File: src/rtl/masku_result_packer_pkg.sv
// Shared types and helpers for the mask-unit result packer.
// Latency: n/a (types and a pure function only).
// Backpressure: n/a.
package masku_result_packer_pkg;

   localparam int unsigned ELEN = 64;

   typedef enum logic [1:0] {
      EW8  = 2'd0,
      EW16 = 2'd1,
      EW32 = 2'd2,
      EW64 = 2'd3
   } vew_e;

   typedef enum logic [1:0] {
      IDLE  = 2'd0,
      ACCUM = 2'd1,
      FLUSH = 2'd2
   } masku_pack_state_e;

   // One comparison bit per element: a beat of NrLanes*ELEN source bits
   // carries DW/SEW elements, i.e. DW >> (vsew+3).
   function automatic int unsigned elems_per_beat(input int unsigned nr_lanes, input vew_e vew);
      return (nr_lanes * ELEN) >> (int'(vew) + 3);
   endfunction

endpackage

File: src/rtl/masku_result_packer_if.sv
// Beat input and per-lane writeback bundle of the mask result packer.
// Latency: n/a (wiring only).
// Backpressure: beat valid/ready, per-lane writeback valid/ready.
interface masku_result_packer_if #(
   parameter int unsigned NrLanes = 4
);
   import masku_result_packer_pkg::*;

   localparam int unsigned DW = NrLanes * ELEN;

   // Compressed comparison beat from the operand stage
   logic                               in_valid;
   logic                               in_ready;
   logic [DW-1:0]                      res_bits;
   logic [DW-1:0]                      wr_mask;
   logic [DW-1:0]                      act_mask;
   logic [DW-1:0]                      vd_old;

   // Per-lane writeback of completed mask words
   logic [NrLanes-1:0][ELEN-1:0]       result;
   logic [NrLanes-1:0][ELEN/8-1:0]     result_be;
   logic [NrLanes-1:0]                 result_valid;
   logic [NrLanes-1:0]                 result_ready;

   modport master (
      output in_valid, res_bits, wr_mask, act_mask, vd_old, result_ready,
      input  in_ready, result, result_be, result_valid
   );

   modport slave (
      input  in_valid, res_bits, wr_mask, act_mask, vd_old, result_ready,
      output in_ready, result, result_be, result_valid
   );

endinterface

File: src/rtl/masku_result_packer_lane_wb_arbiter.sv
// Tracks which lanes have accepted the current mask word and raises their valids.
// Latency: valid is combinational from the ack register; acks register on the ready edge.
// Backpressure: each lane holds valid until its ready; all_acked asserts in the last-ack cycle.
module masku_lane_wb_arbiter #(
   parameter int unsigned NrLanes = 4
) (
   input  logic               clk_i,
   input  logic               rst_i,
   input  logic               i_active,
   input  logic [NrLanes-1:0] i_strb_nz,
   input  logic [NrLanes-1:0] i_ready,
   output logic [NrLanes-1:0] o_valid,
   output logic               o_all_acked
);

   logic [NrLanes-1:0] r_acked;
   logic [NrLanes-1:0] w_acked_nxt;

   // Lanes with nothing to write count as acked without ever raising valid
   always_comb begin
      o_valid     = {NrLanes{i_active}} & ~r_acked & i_strb_nz;
      w_acked_nxt = r_acked | ~i_strb_nz | (o_valid & i_ready);
      o_all_acked = i_active & (&w_acked_nxt);
   end

   // Accumulate acks while flushing; clear once the whole word is written
   always_ff @(posedge clk_i) begin
      if (rst_i) begin
         r_acked <= '0;
      end else if (i_active) begin
         r_acked <= o_all_acked ? '0 : w_acked_nxt;
      end
   end

endmodule

File: src/rtl/masku_result_packer.sv
// Packs compressed mask-unit comparison bits into full mask words and writes them to the lanes.
// Latency: writeback valid one cycle after the closing beat; done with the last lane ack.
// Backpressure: in_ready only in ACCUM; FLUSH waits for every lane with a nonzero strobe.
module masku_result_packer
   import masku_result_packer_pkg::*;
#(
   parameter  int unsigned NrLanes  = 4,
   parameter  int unsigned ElemCntW = 16,
   localparam int unsigned DW       = NrLanes * ELEN,
   localparam int unsigned PntW     = $clog2(DW) + 1
) (
   input  logic                  clk_i,
   input  logic                  rst_i,
   input  logic                  start_i,
   input  logic [ElemCntW-1:0]   vl_i,
   input  vew_e                  vsew_i,
   output logic                  busy_o,
   masku_result_packer_if.slave  bus,
   output logic [PntW-1:0]       vrf_pnt_o,
   output logic                  done_o
);

   masku_pack_state_e            r_state, w_state_nxt;
   vew_e                         r_vsew;
   logic [ElemCntW-1:0]          r_remaining;
   logic [PntW-1:0]              r_vrf_pnt;
   logic [DW-1:0]                r_acc_data;
   logic [DW-1:0]                r_acc_bits;

   logic                         w_fire;
   logic                         w_load;
   logic                         w_clear_word;
   logic                         w_done;
   logic                         w_flush_trig;
   logic                         w_all_acked;
   logic [ElemCntW-1:0]          w_epb_full;
   logic [ElemCntW-1:0]          w_epb;
   logic [ElemCntW-1:0]          w_rem_nxt;
   logic [PntW-1:0]              w_pnt_nxt;
   logic [DW-1:0]                w_merged;
   logic [NrLanes-1:0]           w_strb_nz;
   logic [NrLanes-1:0]           w_valid;

   // Beat bookkeeping: epb is clipped to the remaining elements so the counter never wraps
   always_comb begin
      w_fire       = bus.in_valid && (r_state == ACCUM);
      w_epb_full   = ElemCntW'(elems_per_beat(NrLanes, r_vsew));
      w_epb        = (w_epb_full > r_remaining) ? r_remaining : w_epb_full;
      w_rem_nxt    = r_remaining - w_epb;
      w_pnt_nxt    = r_vrf_pnt + PntW'(w_epb);
      w_flush_trig = (w_pnt_nxt == PntW'(DW)) || (w_rem_nxt == '0);
      w_merged     = (bus.act_mask & bus.res_bits) | (~bus.act_mask & bus.vd_old);
   end

   // Next state and control strobes
   always_comb begin
      w_state_nxt  = r_state;
      w_load       = 1'b0;
      w_clear_word = 1'b0;
      w_done       = 1'b0;
      case (r_state)
         IDLE: begin
            if (start_i) begin
               w_load      = 1'b1;
               // vl=0 goes straight to an empty flush, which completes at once
               w_state_nxt = (vl_i == '0) ? FLUSH : ACCUM;
            end
         end
         ACCUM: begin
            if (w_fire && w_flush_trig) begin
               w_state_nxt = FLUSH;
            end
         end
         FLUSH: begin
            if (w_all_acked) begin
               if (r_remaining == '0) begin
                  w_done      = 1'b1;
                  w_state_nxt = IDLE;
               end else begin
                  w_clear_word = 1'b1;
                  w_state_nxt  = ACCUM;
               end
            end
         end
         default: w_state_nxt = IDLE;
      endcase
   end

   // State register
   always_ff @(posedge clk_i) begin
      if (rst_i) begin
         r_state <= IDLE;
      end else begin
         r_state <= w_state_nxt;
      end
   end

   // Accumulator, write pointer and element counter
   always_ff @(posedge clk_i) begin
      if (rst_i) begin
         r_vsew      <= EW8;
         r_remaining <= '0;
         r_vrf_pnt   <= '0;
         r_acc_data  <= '0;
         r_acc_bits  <= '0;
      end else if (w_load) begin
         r_vsew      <= vsew_i;
         r_remaining <= vl_i;
         r_vrf_pnt   <= '0;
         r_acc_data  <= '0;
         r_acc_bits  <= '0;
      end else if (w_fire) begin
         r_vrf_pnt   <= w_pnt_nxt;
         r_remaining <= w_rem_nxt;
         r_acc_data  <= (r_acc_data & ~bus.wr_mask) | (w_merged & bus.wr_mask);
         r_acc_bits  <= r_acc_bits | bus.wr_mask;
      end else if (w_clear_word || w_done) begin
         // Clearing on done too keeps result lines quiet while idle
         r_vrf_pnt   <= '0;
         r_acc_data  <= '0;
         r_acc_bits  <= '0;
      end
   end

   // Lane slices of the accumulator and byte strobes from the produced-bit map
   always_comb begin
      for (int l = 0; l < int'(NrLanes); l++) begin
         bus.result[l] = r_acc_data[l*ELEN +: ELEN];
         for (int k = 0; k < int'(ELEN/8); k++) begin
            bus.result_be[l][k] = |r_acc_bits[l*ELEN + k*8 +: 8];
         end
         w_strb_nz[l] = |r_acc_bits[l*ELEN +: ELEN];
      end
   end

   masku_lane_wb_arbiter #(
      .NrLanes     (NrLanes)
   ) u_wb_arb (
      .clk_i       (clk_i),
      .rst_i       (rst_i),
      .i_active    (r_state == FLUSH),
      .i_strb_nz   (w_strb_nz),
      .i_ready     (bus.result_ready),
      .o_valid     (w_valid),
      .o_all_acked (w_all_acked)
   );

   assign bus.result_valid = w_valid;
   assign bus.in_ready     = (r_state == ACCUM);
   assign busy_o           = (r_state != IDLE);
   assign vrf_pnt_o        = r_vrf_pnt;
   assign done_o           = w_done;

endmodule

File: src/flat_wrapper.sv
// flat-port wrapper written by rule: the top's interface ports become plain ports
module masku_result_packer_flat import masku_result_packer_pkg::*;
#(
   parameter  int unsigned NrLanes  = 4,
   parameter  int unsigned ElemCntW = 16,
   localparam int unsigned DW       = NrLanes * ELEN,
   localparam int unsigned PntW     = $clog2(DW) + 1
)
  (clk_i, rst_i, start_i, vl_i, vsew_i, busy_o, vrf_pnt_o, done_o, bus_in_valid, bus_res_bits, bus_wr_mask, bus_act_mask, bus_vd_old, bus_result_ready, bus_in_ready, bus_result, bus_result_be, bus_result_valid);
  masku_result_packer_if #(.NrLanes(NrLanes)) bus_i ();
  input  logic clk_i;
  input  logic rst_i;
  input  logic start_i;
  input  logic [ElemCntW-1:0] vl_i;
  input  vew_e vsew_i;
  output logic busy_o;
  output logic [PntW-1:0] vrf_pnt_o;
  output logic done_o;
  input wire logic [$bits(bus_i.in_valid)-1:0] bus_in_valid;
  input wire logic [$bits(bus_i.res_bits)-1:0] bus_res_bits;
  input wire logic [$bits(bus_i.wr_mask)-1:0] bus_wr_mask;
  input wire logic [$bits(bus_i.act_mask)-1:0] bus_act_mask;
  input wire logic [$bits(bus_i.vd_old)-1:0] bus_vd_old;
  input wire logic [$bits(bus_i.result_ready)-1:0] bus_result_ready;
  output wire logic [$bits(bus_i.in_ready)-1:0] bus_in_ready;
  output wire logic [$bits(bus_i.result)-1:0] bus_result;
  output wire logic [$bits(bus_i.result_be)-1:0] bus_result_be;
  output wire logic [$bits(bus_i.result_valid)-1:0] bus_result_valid;
  assign bus_i.in_valid = bus_in_valid;
  assign bus_i.res_bits = bus_res_bits;
  assign bus_i.wr_mask = bus_wr_mask;
  assign bus_i.act_mask = bus_act_mask;
  assign bus_i.vd_old = bus_vd_old;
  assign bus_i.result_ready = bus_result_ready;
  assign bus_in_ready = bus_i.in_ready;
  assign bus_result = bus_i.result;
  assign bus_result_be = bus_i.result_be;
  assign bus_result_valid = bus_i.result_valid;
  masku_result_packer #(.NrLanes(NrLanes), .ElemCntW(ElemCntW)) u_core (.clk_i(clk_i), .rst_i(rst_i), .start_i(start_i), .vl_i(vl_i), .vsew_i(vsew_i), .busy_o(busy_o), .bus(bus_i), .vrf_pnt_o(vrf_pnt_o), .done_o(done_o));
endmodule
File: config.mk
export PLATFORM = sky130hd
export DESIGN_NAME = masku_result_packer_flat
export DESIGN_NICKNAME = d
export VERILOG_FILES = /design/src/rtl/masku_result_packer_pkg.sv /design/src/rtl/masku_result_packer_if.sv /design/src/rtl/masku_result_packer_lane_wb_arbiter.sv /design/src/rtl/masku_result_packer.sv /design/src/flat_wrapper.sv
export SDC_FILE = /design/constraint.sdc
export NUM_CORES = 1
export LEC_CHECK = 0
export BUFFER_PORTS_ARGS = -buffer_cell sky130_fd_sc_hd__buf_2
export CELL_PAD_IN_SITES_DETAIL_PLACEMENT = 1
export CELL_PAD_IN_SITES_GLOBAL_PLACEMENT = 1
export CORE_AREA = 3 3 523 525
export DETAILED_ROUTE_END_ITERATION = 8
export DIE_AREA = 0 0 526 528
export PLACE_DENSITY = 0.3
export SYNTH_ARGS = -nofsm -noshare
export SYNTH_HDL_FRONTEND = slang
export SYNTH_SLANG_ARGS = --single-unit
export TNS_END_PERCENT = 5
File: constraint.sdc
create_clock -name clk_i -period 4.3 [get_ports clk_i]
set_input_delay 1.29 -clock clk_i [delete_from_list [all_inputs] [get_ports clk_i]]
set_output_delay 1.29 -clock clk_i [all_outputs]
set_load 0.01 [all_outputs]
**Yosys cells after proc, flatten, opt, wreduce, memory -nomap -nowiden**

Cells that the tools add are included.

- Output and inout bits: 304
- Input bits: 1050
- Logic and storage cells: 108
- Register bits after elaboration: 545

- Magnitude comparators: 1
- Bitwise logic cells: 17
- Reduce and logical (&&, ||, !) cells: 50
- Equal/unequal tests: 6
- Mux-type cells: 23
- Add/subtract/negate cells: 3
- Shifts and indexed selects: 1

Operator list:

| kind | count |
|---|---|
| $and A256 B256 Y256 | 4 |
| $mux W256 | 3 |
| $or A256 B256 Y256 | 3 |
| $not A256 Y256 | 2 |
| $reduce_or A64 Y1 | 4 |
| $reduce_or A8 Y1 | 32 |
| $logic_not A16 Y1 | 3 |
| $mux W16 | 3 |
| $shr A9 B32 Y16 const A | 1 |
| $mux W9 | 2 |
| $gt A16 B16 Y1 | 1 |
| $sub A16 B16 Y16 | 1 |
| $and A4 B4 Y4 | 3 |
| $add A9 B9 Y9 | 1 |
| $eq A9 B9 Y1 const B | 1 |
| $mux W1 | 9 |
| $mux W2 | 4 |
| $not A4 Y4 | 2 |
| $or A4 B4 Y4 | 2 |
| $pmux W2 S3 | 1 |
| $reduce_bool A2 Y1 | 3 |
| $mux W4 | 1 |
| $ne A2 B1 Y1 const B | 2 |
| $reduce_and A4 Y1 | 1 |
| 10 further kinds | 12 |

**Longest topological paths before layout**

Gate-level depths: netlist (run 1).

- Depth after elaboration: 12
- Mapped depth: 17
- Gate-level depth less buffers: 17

**Modules after synthesis**

A second synthesis (run 1) with hierarchy kept.

- Cell total of the unflattened synthesis: 2797
- Area total of the unflattened synthesis: 24158.2 um^2

Modules (own cells, without submodules):

| module | times used | cells each | area each (um^2) |
|---|---|---|---|
| masku_result_packer | 1 | 2764 | 23911.7 |
| masku_lane_wb_arbiter | 1 | 33 | 246.5 |

**Worst setup path after synthesis (run 1)**

Ideal clock, no wire load.

- Path type: reg-to-reg
- Start: register u_core.r_remaining[6]
- End: register u_core.r_remaining[14]
- Setup slack: 0.377 ns
- Arrival: 3.848 ns
- Required time: 4.226 ns
- Period minus slack after synthesis: 3.923 ns
- Stages on the path, launching flop included: 17
- Library setup time: 0.074 ns
- Path through: dfxtp_1 buf_6 or4_4 nor4_4 and2_2 nand2_1 nor2_1 a21o_1 inv_1 ha_1 a21o_1 or4_1 o21ai_0 a21o_4 nand2_2 or4_1 a31oi_1

- Cells in the longest elaborated chain, start to end: 5

RTL lines:

| what | line | source |
|---|---|---|
| start, declared | masku_result_packer.sv:25 | `logic [ElemCntW-1:0] r_remaining;` |
| start signal, assigned | masku_result_packer.sv:108 | `r_remaining <= vl_i;` |
| start signal, assigned | masku_result_packer.sv:114 | `r_remaining <= w_rem_nxt;` |
| $gt A16 B16 Y1 | masku_result_packer.sv:48 | `w_epb = (w_epb_full > r_remaining) ? r_remaining : w_epb_full;` |
| $mux W16 | masku_result_packer.sv:48 |  |
| $sub A16 B16 Y16 (*) | masku_result_packer.sv:49 | `w_rem_nxt = r_remaining - w_epb;` |
| $mux W16 (*) | masku_result_packer.sv:112 | `end else if (w_fire) begin` |
| $mux W16 (*) | masku_result_packer.sv:106 | `end else if (w_load) begin` |

Every way passes the cells marked *; elsewhere a longest branch is shown, timed or not. The select of a mux whose other input is x is not followed.
A chain may end at the register's enable or synchronous reset.

**Worst setup path in the final report (run 1)**

- Start: register u_core.r_acc_bits[116]
- End: output port done_o

- Cells in the longest elaborated chain, start to end: 8
- Elaborated cells on any way between the ends: 10

RTL lines:

| what | line | source |
|---|---|---|
| start, declared | masku_result_packer.sv:28 | `logic [DW-1:0] r_acc_bits;` |
| start signal, assigned | masku_result_packer.sv:116 | `r_acc_bits <= r_acc_bits \| bus.wr_mask;` |
| $reduce_or A64 Y1 (*) | masku_result_packer.sv:132 | `w_strb_nz[l] = \|r_acc_bits[l*ELEN +: ELEN];` |
| $and A4 B4 Y4 or $not A4 Y4 (tied branches) | masku_result_packer_lane_wb_arbiter.sv:21, masku_result_packer_lane_wb_arbiter.sv:22 |  |
| $and A4 B4 Y4 or $or A4 B4 Y4 (tied branches) | masku_result_packer_lane_wb_arbiter.sv:22 | `w_acked_nxt = r_acked \| ~i_strb_nz \| (o_valid & i_ready);` |
| $or A4 B4 Y4 (*) | masku_result_packer_lane_wb_arbiter.sv:22 |  |
| $reduce_and A4 Y1 (*) | masku_result_packer_lane_wb_arbiter.sv:23 | `o_all_acked = i_active & (&w_acked_nxt);` |
| $and A1 B1 Y1 (*) | masku_result_packer_lane_wb_arbiter.sv:23 |  |
| $mux W1 (*) | masku_result_packer.sv:75 | `if (w_all_acked) begin` |
| $mux W1 (*) | masku_result_packer.sv:61 | `case (r_state)` |
| end, declared | flat_wrapper.sv:18 | `output logic done_o;` |

Every way passes the cells marked *; elsewhere a longest branch is shown, timed or not.

==> impl_metrics.csv, run 1 <==
group,metric,value,unit
status,outcome,"complete, but fails checks",
status,violations,"negative setup slack",
hold_path,min_to,"u_core.r_acc_bits[109]",
drt,first_pass_iters,5,
clock_network,cts_tree,"done",
yosys,synth_area,24000,um^2
finish,ff_latch_area,10900,um^2
hold_path,hp-start,"u_core.r_acc_bits[109]",
yosys,yosys.area.top_type_share,0.454,
worst_setup_path,max_stage_delay,0.71,ns
yosys,synth-async-reset-ratio,0,
clock_network,cts_sinks,545,
timing,fin_crit,4.50,ns
clock_network,clk_pin_slew_worst_paths,0.06,ns
worst_setup_path,cpMostUsedCell,"buf_8",
hold_path,hold_depth,2,
finish,postLayoutCoreUtil,0.145,
grt,grt_max_degree,133,
die,die_y,528,um
worst_setup_path,cp-start-kind,"flip-flop",
worst_setup_path,r2r_cells,15,
worst_setup_path,crit_fanout,3,
drt,wl,186000,um
drt,drc,0,
grt,grt_overflow,0,
yosys,ys_top_cells_by_count,"563 x nor2_1, 545 x a21oi_1, 545 x dfxtp_1",
yosys,yosysTopAreaCell,"dfxtp_1",
yosys,synth_ff_type,"dfxtp_1",
drt,ant_nets,0,
timing,drv_slew,0,
worst_setup_path,cp_slowest_cell,"nor4_1",
yosys,ys_ff_latch,545,
worst_setup_path,critPathKind,"flip-flop to primary output",
finish,multi_input_area,12700,um^2
worst_setup_path,r2r-start,"u_core.r_remaining[6]",
timing,rsz0062_at_grt,"true",
placed_design,dp_cells,7783,
timing,hold_ws,0.466,ns
placed_design,port_buffers,1353,
drt,vias,28100,
clock_network,cts_max_path_buffers,3,
finish,nNetsFinal,5371,
die,die_x,526,um
grt,grt_pass1_wl,251000,um
timing,finalHoldViolCount,0,
grt,grt_pass1_vias,30000,
yosys,ys_warn_count,0,
finish,area_growth,62.6,%
timing,fmax,222,MHz
finish,final_cells,7959,
die,core,270000,um^2
timing,finClkSkew,0.0607,ns
grt,grt_antenna_before_repair,138,
worst_setup_path,end_kind,"primary output",
timing,fin_crit_sh,1.05,
die,ios,1354,
pwr,leakage,16.2,nW
drt,drtIter0Drc,1096,
yosys,synth_edf_count,0,
yosys,ys_seq_area_frac,0.454,
timing,setup_ws,-0.201,ns
yosys,avgSynthCellArea,8.20,um^2
grt,track_usage,0.128,
placed_design,place_congestion,0.893,
die,num_rows,191,
worst_setup_path,reg2reg_to,"u_core.r_state[1]",
die,die-area,278000,um^2
yosys,synthCells,2934,
timing,setup_viol,1,
clock_network,htreeDepth,3,
hold_path,hold_class,"flip-flop to flip-flop",
yosys,yosys-top-cells-area,"dfxtp_1 45%, mux2_2 12%, a21oi_1 11%",
die,start_util,0.0891,
yosys,yosysUniqueCellTypes,59,
timing,slew_headroom,0.220,
worst_setup_path,crit_chain,"nor4_1 > nand4_1 > o41ai_2 > buf_4 > o21a_1 > nand3_2 > nor2_4 > buf_8 > buf_8",
finish,nFillCells,32200,
drt,vias_per_cell,3.52,
pwr,power.total,20.3,mW
worst_setup_path,r2r_setup_slack,0.34,ns
finish,drive_gt1_frac,0.437,
run,max-cap-violations,0,
placed_design,dpl.hpwl,154000,um
timing,tightest_slew,1.17,ns
yosys,synth_most_common_cell,"nor2_1",
drt,avgRoutedWirePerCell,23.4,um
clock_network,cts_buffers,80,
clock_network,clkLatencyLatePin,0.71,ns
worst_setup_path,cp.arrival,3.21,ns
pwr,powerDensity,519,nW/um^2
pwr,peakVddDrop,0.000252,V
clock_network,clockRootBuffer,"clkbuf_16",
worst_setup_path,required,3.01,ns
-- layer usage --
layer,track usage,vias up,wire (um)
li1,-,13200,-
met1,0.144,13300,73200
met2,0.230,1146,92100
met3,0.0488,331,16700
met4,0.0282,54,4060
met5,0,-,331
-- registers in the layout, indices dropped and copies added, names as in the netlist --
signal                   flops
u_core.r_vsew                2
u_core.bus.result          256
u_core.r_state               2
u_core.r_remaining          16
u_core.u_wb_arb.r_acked      4
u_core.vrf_pnt_o             9
u_core.r_acc_bits          256
-- how the worst max path moves through the flow --
| stage | to | from | slack [ns] | cells past startpoint |
|---|---|---|---|---|
| floorplan | u_core.r_remaining[14] | u_core.r_remaining[6] | 0.38 | 16 |
| global placement | done_o | u_core.r_acc_bits[200] | -0.08 | 9 |
| detailed placement | done_o | u_core.r_acc_bits[228] | -0.16 | 9 |
| CTS | done_o | u_core.r_acc_bits[39] | -0.43 | 10 |
| global route | done_o | u_core.r_acc_bits[229] | -0.33 | 9 |
| finish | done_o | u_core.r_acc_bits[116] | -0.20 | 9 |
-- critical path, delay by kind of cell (launching register included) --
family          cells  cell delay [ns]
flops               1             0.31
buf+inv             3             0.43
simple gates        4             1.16
compound gates      2             0.57
-- placed cells by master, fill, tap and decap left out, drive strengths merged, types with 4 or more instances in the layout --
master   netlist  routed
or2            4       4
diode          0      22
ha            17      17
a22oi         10      10
o21ai        266     266
buf           36    1468
a31oi         10      10
xor2           6       6
inv           21      23
a21oi        545     545
nand2         63      63
o2111ai        4       4
o21a           5       5
nor2         563     563
nand2b         5       5
nor4          76      76
nand4         19      19
bufinv         0       7
xnor2          4       4
nor3          10      10
mux2         257     257
dfxtp        545     545
nand3        263     263
clkbuf       146     122
clkinv         0      14
a21o           9       9
or4            5       5
-- logic make-up after synthesis --
| logic type | share of synthesized area |
|---|---|
| and+or+nand+nor | 0.189 |
| AOI/OAI and AO/OA | 0.190 |
| DFF | 0.454 |
| muxes | 0.121 |
| buffers and inverters | 0.0335 |
| adders and majority gates | 0.00968 |
| xor gates and xnor gates | 0.00364 |
| other | 0.000312 |
-- repair_timing --
action / 4_1_cts / 5_1_grt
setup buffers: 4 / 4
setup endpoints to repair: 5 / 7
gates cloned: 0 / 0
pin swaps: 12 / 13
hold buffers: 0 / 0
gates resized for setup: 36 / 21
-- area by class of cell --
cell class | count | area share
clock buffer | 122 | 0.0611
inverter | 21 | 0.00202
multi-input combinational | 2187 | 0.325
timing repair buffer | 1468 | 0.206
tap | 3570 | 0.114
sequential | 545 | 0.279
clock inverter | 24 | 0.0110
antenna | 22 | 0.00141
-- report_power, final --
| part | internal [mW] | switching (mW) | total (mW) |
|---|---|---|---|
| sequential | 5.50 | 0.298 | 5.80 |
| clock | 4.29 | 2.90 | 7.19 |
| combinational | 2.63 | 4.67 | 7.30 |
| total | 12.4 | 7.87 | 20.3 |
-- per-stage QoR --
step / setup WS [ns] / TNS (ns) / area (um^2)
floorplan: 0.377 / 0 / 24100
global placement: -0.0786 / -0.0786 / 35800
detailed placement: -0.161 / -0.161 / 35800
CTS: -0.432 / -0.476 / 38900
global route: -0.329 / -0.329 / 39100
finish: -0.201 / -0.201 / 39100
No activity file was read; power rests on OpenSTA's default activity.
==> run 2: changes to the inputs <==
- SETUP_SLACK_MARGIN: not set -> 0.2
==> run 2 against run 1 <==
Net effect: the flow still finishes with violations (negative setup slack); design area up 0.12%; routed wire length about the same; fmax up 4.0%; clock skew about the same; worst hold slack unchanged; power up 0.28%; register-to-register slack better by 0.04 ns; global-route usage about the same; clock power about the same; combinational power up 0.7%; largest cell class unchanged.
==> impl_metrics.csv, run 2 (synthesized netlist as in run 1, its figures left out) <==
group,metric,value,unit
status,outcome,"complete, but fails checks",
status,violations,"negative setup slack",
pwr,leakage,16.2,nW
timing,fin_crit,4.33,ns
clock_network,cts_tree,"done",
drt,first_pass_iters,4,
clock_network,clk_pin_slew_worst_paths,0.05,ns
grt,grt_max_degree,133,
die,die_x,526,um
timing,fin_tns_setup,-0.0287,ns
die,die_y,528,um
worst_setup_path,r2r_cells,15,
drt,avgRoutedWirePerCell,23.4,um
grt,grt_antenna_before_repair,138,
drt,drc,0,
timing,fmax,231,MHz
placed_design,pre_cts_ws,-0.161,ns
clock_network,cts_max_path_buffers,3,
placed_design,place_congestion,0.893,
drt,drtIter0Drc,1099,
clock_network,cts_buffers,80,
grt,grt_pass1_vias,30000,
run,max-cap-violations,0,
die,die-area,278000,um^2
finish,area_growth,62.8,%
worst_setup_path,cp-start-kind,"flip-flop",
die,num_rows,191,
clock_network,clockRootBuffer,"clkbuf_16",
timing,finClkSkew,0.0605,ns
grt,grt_overflow,0,
placed_design,port_buffers,1353,
timing,setup_viol,1,
timing,drv_slew,0,
hold_path,hold_depth,2,
pwr,powerDensity,519,nW/um^2
timing,setup_ws,-0.0287,ns
timing,slew_headroom,0.243,
finish,most-common-layout-cells,"1,350 x buf_2, 561 x nor2_1, 544 x a21oi_1",
clock_network,cts_sinks,545,
worst_setup_path,critPathKind,"flip-flop to primary output",
worst_setup_path,crit_fanout,2,
die,start_util,0.0891,
hold_path,hold_class,"flip-flop to flip-flop",
finish,final_common_cell,"buf_2",
timing,finalHoldViolCount,0,
timing,rsz0062_at_grt,"true",
clock_network,htreeDepth,3,
grt,grt_pass1_wl,251000,um
worst_setup_path,end_kind,"primary output",
placed_design,dpl.hpwl,154000,um
clock_network,clkLatencyLatePin,0.71,ns
drt,vias,28100,
timing,tightest_slew,1.13,ns
die,ios,1354,
die,core,270000,um^2
worst_setup_path,required,3.01,ns
grt,track_usage,0.129,
drt,ant_nets,0,
finish,nNetsFinal,5371,
finish,drive_gt1_frac,0.439,
pwr,peakVddDrop,0.000252,V
drt,wl,186000,um
finish,nFillCells,32200,
worst_setup_path,cp.arrival,3.04,ns
drt,vias_per_cell,3.53,
timing,fin_crit_sh,1.01,
run 2: worst max-delay path: stages (launching register included):
cell	delay, ns
dfxtp_1	0.31
nor4_1	0.44
nand4_1	0.15
buf_4	0.18
nor4_4	0.34
buf_6	0.21
o32a_1	0.21
nand3_2	0.11
nor2_4	0.11
buf_8	0.15
buf_8	0.10
run 2: power breakdown:
group          switching (mW)  total (mW)  internal [mW]
combinational            4.69        7.35           2.66
sequential              0.302        5.80           5.50
clock                    2.89        7.18           4.29
run 2: layout make-up:
| cell class | instances | area, um^2 | share of cell area |
|---|---|---|---|
| clock inverter | 24 | 432 | 0.0110 |
| multi-input combinational | 2187 | 12800 | 0.326 |
| tap | 3570 | 4470 | 0.114 |
| clock buffer | 122 | 2390 | 0.0611 |
| sequential | 545 | 10900 | 0.279 |
| antenna | 21 | 52.6 | 0.00134 |
| inverter | 21 | 78.8 | 0.00201 |
| timing repair buffer | 1468 | 8050 | 0.206 |
run 2: path summary, 6_finish.rpt:
check                    startpoint                endpoint  slack, ns
max reg2reg  u_core.r_remaining[13]       u_core.r_state[1]       0.38
min reg2reg  u_core.r_acc_bits[109]  u_core.r_acc_bits[109]       0.47
max            u_core.r_acc_bits[8]                  done_o      -0.03
min          u_core.r_acc_bits[109]  u_core.r_acc_bits[109]       0.47
run 2: routing by layer:
layer	global-route usage	vias to the layer above	wire length, um
met5	0	-	331
met4	0.0282	54	4160
met3	0.0488	327	16500
met2	0.230	1133	92000
met1	0.144	13300	73400
li1	-	13200	-
run 2: metrics by stage:
stage | utilization | total power [mW] | hold WS [ns] | instances | area (um^2)
floorplan | - | 9.22 | 0.437 | 2935 | 24100
global placement | 0.133 | 13.3 | 0.448 | 7783 | 35800
detailed placement | 0.133 | 13.3 | 0.458 | 7783 | 35800
CTS | 0.144 | 21.0 | 0.472 | 7933 | 38900
global route | 0.145 | 21.8 | 0.486 | 7943 | 39100
finish | 0.145 | 20.3 | 0.466 | 7958 | 39200
run 2: what timing repair did:
item,4_1_cts,5_1_grt
setup buffers,4,4
hold buffers,0,0
gates resized for setup,42,29
pin swaps,15,18
setup endpoints to repair,5,12
==> run 3: changes to the inputs <==
- clock period: 4.3 -> 4.5 ns (I/O delays scaled with it)
==> run 3 against run 2 <==
Net effect: the run now ends clean; utilization fell by 0.13 points; clock-buffer cell count decreased by 2; routed wire length is 0.33% higher; sequential power fell by 4.1%.
==> impl_metrics.csv, run 3 (synthesized netlist as in run 1, its figures left out) <==
group,metric,value,unit
finish,drive_gt1_frac,0.436,
worst_setup_path,cp.arrival,3.09,ns
worst_setup_path,cpMostUsedCell,"buf_8",
die,die-area,278000,um^2
pwr,powerDensity,490,nW/um^2
worst_setup_path,required,3.15,ns
timing,slew_headroom,0.308,
placed_design,port_buffers,1353,
die,ios,1354,
finish,nNetsFinal,5349,
run,max-cap-violations,0,
placed_design,dp_cells,7766,
worst_setup_path,crit_fanout,3,
die,die_y,528,um
worst_setup_path,cp-start-kind,"flip-flop",
drt,ant_nets,0,
grt,grt_overflow,0,
clock_network,cts_max_path_buffers,3,
clock_network,clkLatencyLatePin,0.72,ns
pwr,clockPowerShare,0.351,
placed_design,place_congestion,0.877,
die,die_x,526,um
pwr,power_switching,7.51,mW
timing,fmax,225,MHz
pwr,combPwrFrac,0.357,
drt,drc,0,
hold_path,hold_depth,2,
status,outcome,"complete, no violations",
hold_path,hold_class,"flip-flop to flip-flop",
drt,wl,187000,um
grt,grt_max_degree,135,
timing,hold_ws,0.467,ns
clock_network,htreeDepth,3,
finish,most-common-layout-cells,"1,352 x buf_2, 561 x nor2_1, 545 x a21oi_1",
placed_design,dpl.hpwl,154000,um
pwr,p_int,11.5,mW
timing,tightest_slew,1.04,ns
clock_network,cts_tree,"done",
drt,first_pass_iters,5,
drt,vias,28000,
worst_setup_path,cp_slowest_cell,"o41ai_2",
timing,fin_crit_sh,0.987,
drt,vias_per_cell,3.53,
timing,setup_viol,0,
grt,track_usage,0.129,
pwr,leakage,16.0,nW
worst_setup_path,critPathKind,"flip-flop to primary output",
clock_network,clk_pin_slew_worst_paths,0.06,ns
drt,drtIter0Drc,1039,
timing,fin_crit,4.44,ns
finish,final_common_cell,"buf_2",
timing,rsz0062_at_grt,"true",
grt,grt_antenna_before_repair,139,
worst_setup_path,crit_chain,"nor4_4 > nand4_1 > o41ai_2 > buf_4 > o21a_1 > nand3_2 > nor2_4 > buf_8 > buf_8",
pwr,peakVddDrop,0.000273,V
grt,grt_pass1_wl,251000,um
clock_network,cts_sinks,545,
grt,grt_pass1_vias,29800,
timing,finClkSkew,0.0679,ns
die,core,270000,um^2
drt,avgRoutedWirePerCell,23.6,um
timing,drv_slew,0,
die,num_rows,191,
clock_network,clockRootBuffer,"clkbuf_16",
finish,postLayoutCoreUtil,0.144,
worst_setup_path,max_stage_delay,0.47,ns
clock_network,cts_buffers,81,
finish,final_cells,7929,
pwr,swShare,0.394,
worst_setup_path,end_kind,"primary output",
finish,area_growth,61.3,%
pwr,seqPwrFrac,0.292,
worst_setup_path,r2r_cells,15,
die,start_util,0.0891,
timing,finalHoldViolCount,0,
[run 3: changes by cell type in the layout (fill, tap and decap cells not counted), moves of 2 or more]
cell       change
buf_4         -16
diode_2        -5
nor4_2         +2
bufinv_16      -4
buf_2          +2
buf_12         -9
clkbuf_8       +2
clkinv_2       +3
nor4_1         -3
clkbuf_1       -4
[run 3: routing by layer]
layer,vias to the layer above,global-route usage,share of wire
met1,13300,0.144,0.39
met4,70,0.0310,0.025
met3,356,0.0503,0.090
li1,13200,-,-
met5,-,0,0.0023
met2,1121,0.228,0.49
[run 3: final timing paths]
kind	from	endpoint	slack [ns]
setup / recovery	u_core.r_acc_bits[72]	done_o	0.06
hold / removal	u_core.r_acc_bits[46]	u_core.r_acc_bits[46]	0.47
setup reg to reg	u_core.r_remaining[11]	u_core.r_remaining[14]	0.59
hold reg to reg	u_core.r_acc_bits[46]	u_core.r_acc_bits[46]	0.47
[run 3: power groups by stage]
stage | combinational (mW) | clock (mW) | sequential (mW)
finish | 6.79 | 6.68 | 5.56
global route | 7.60 | 7.25 | 5.62
CTS | 7.05 | 7.07 | 5.53
detailed placement | 6.94 | 0 | 5.63
global placement | 6.98 | 0 | 5.62
floorplan | 3.20 | 0 | 5.61
[run 3: timing repair]
action,4_1_cts,5_1_grt
pin swaps,8,13
setup endpoints to repair,4,9
hold buffers,0,0
endpoints found under the hold margin,0,0
buffers inserted,2,0
gates resized for setup,22,44
[run 3: cell type report]
type	count	area, um^2
antenna	16	40.0
clock buffer	120	2400
clock inverter	25	360
fill	32200	231000
inverter	21	78.8
multi-input combinational	2187	12800
sequential	545	10900
tap	3570	4470
timing repair buffer	1445	7760
[run 3: worst max-delay path: cells and delay by family (launching register included)]
family | cells | cell delay, ns
flops | 1 | 0.33
simple gates | 4 | 0.98
buf+inv | 3 | 0.43
compound gates | 2 | 0.62
[run 3: per-stage QoR]
step | worst slack, ns | power [mW] | TNS (ns) | cell area, um^2
finish | 0.0582 | 19.0 | 0 | 38800
detailed placement | 0.155 | 12.6 | 0 | 35600
floorplan | 0.577 | 8.81 | 0 | 24100
global route | -0.236 | 20.5 | -0.236 | 38800
global placement | 0.198 | 12.6 | 0 | 35600
CTS | -0.272 | 19.7 | -0.272 | 38500
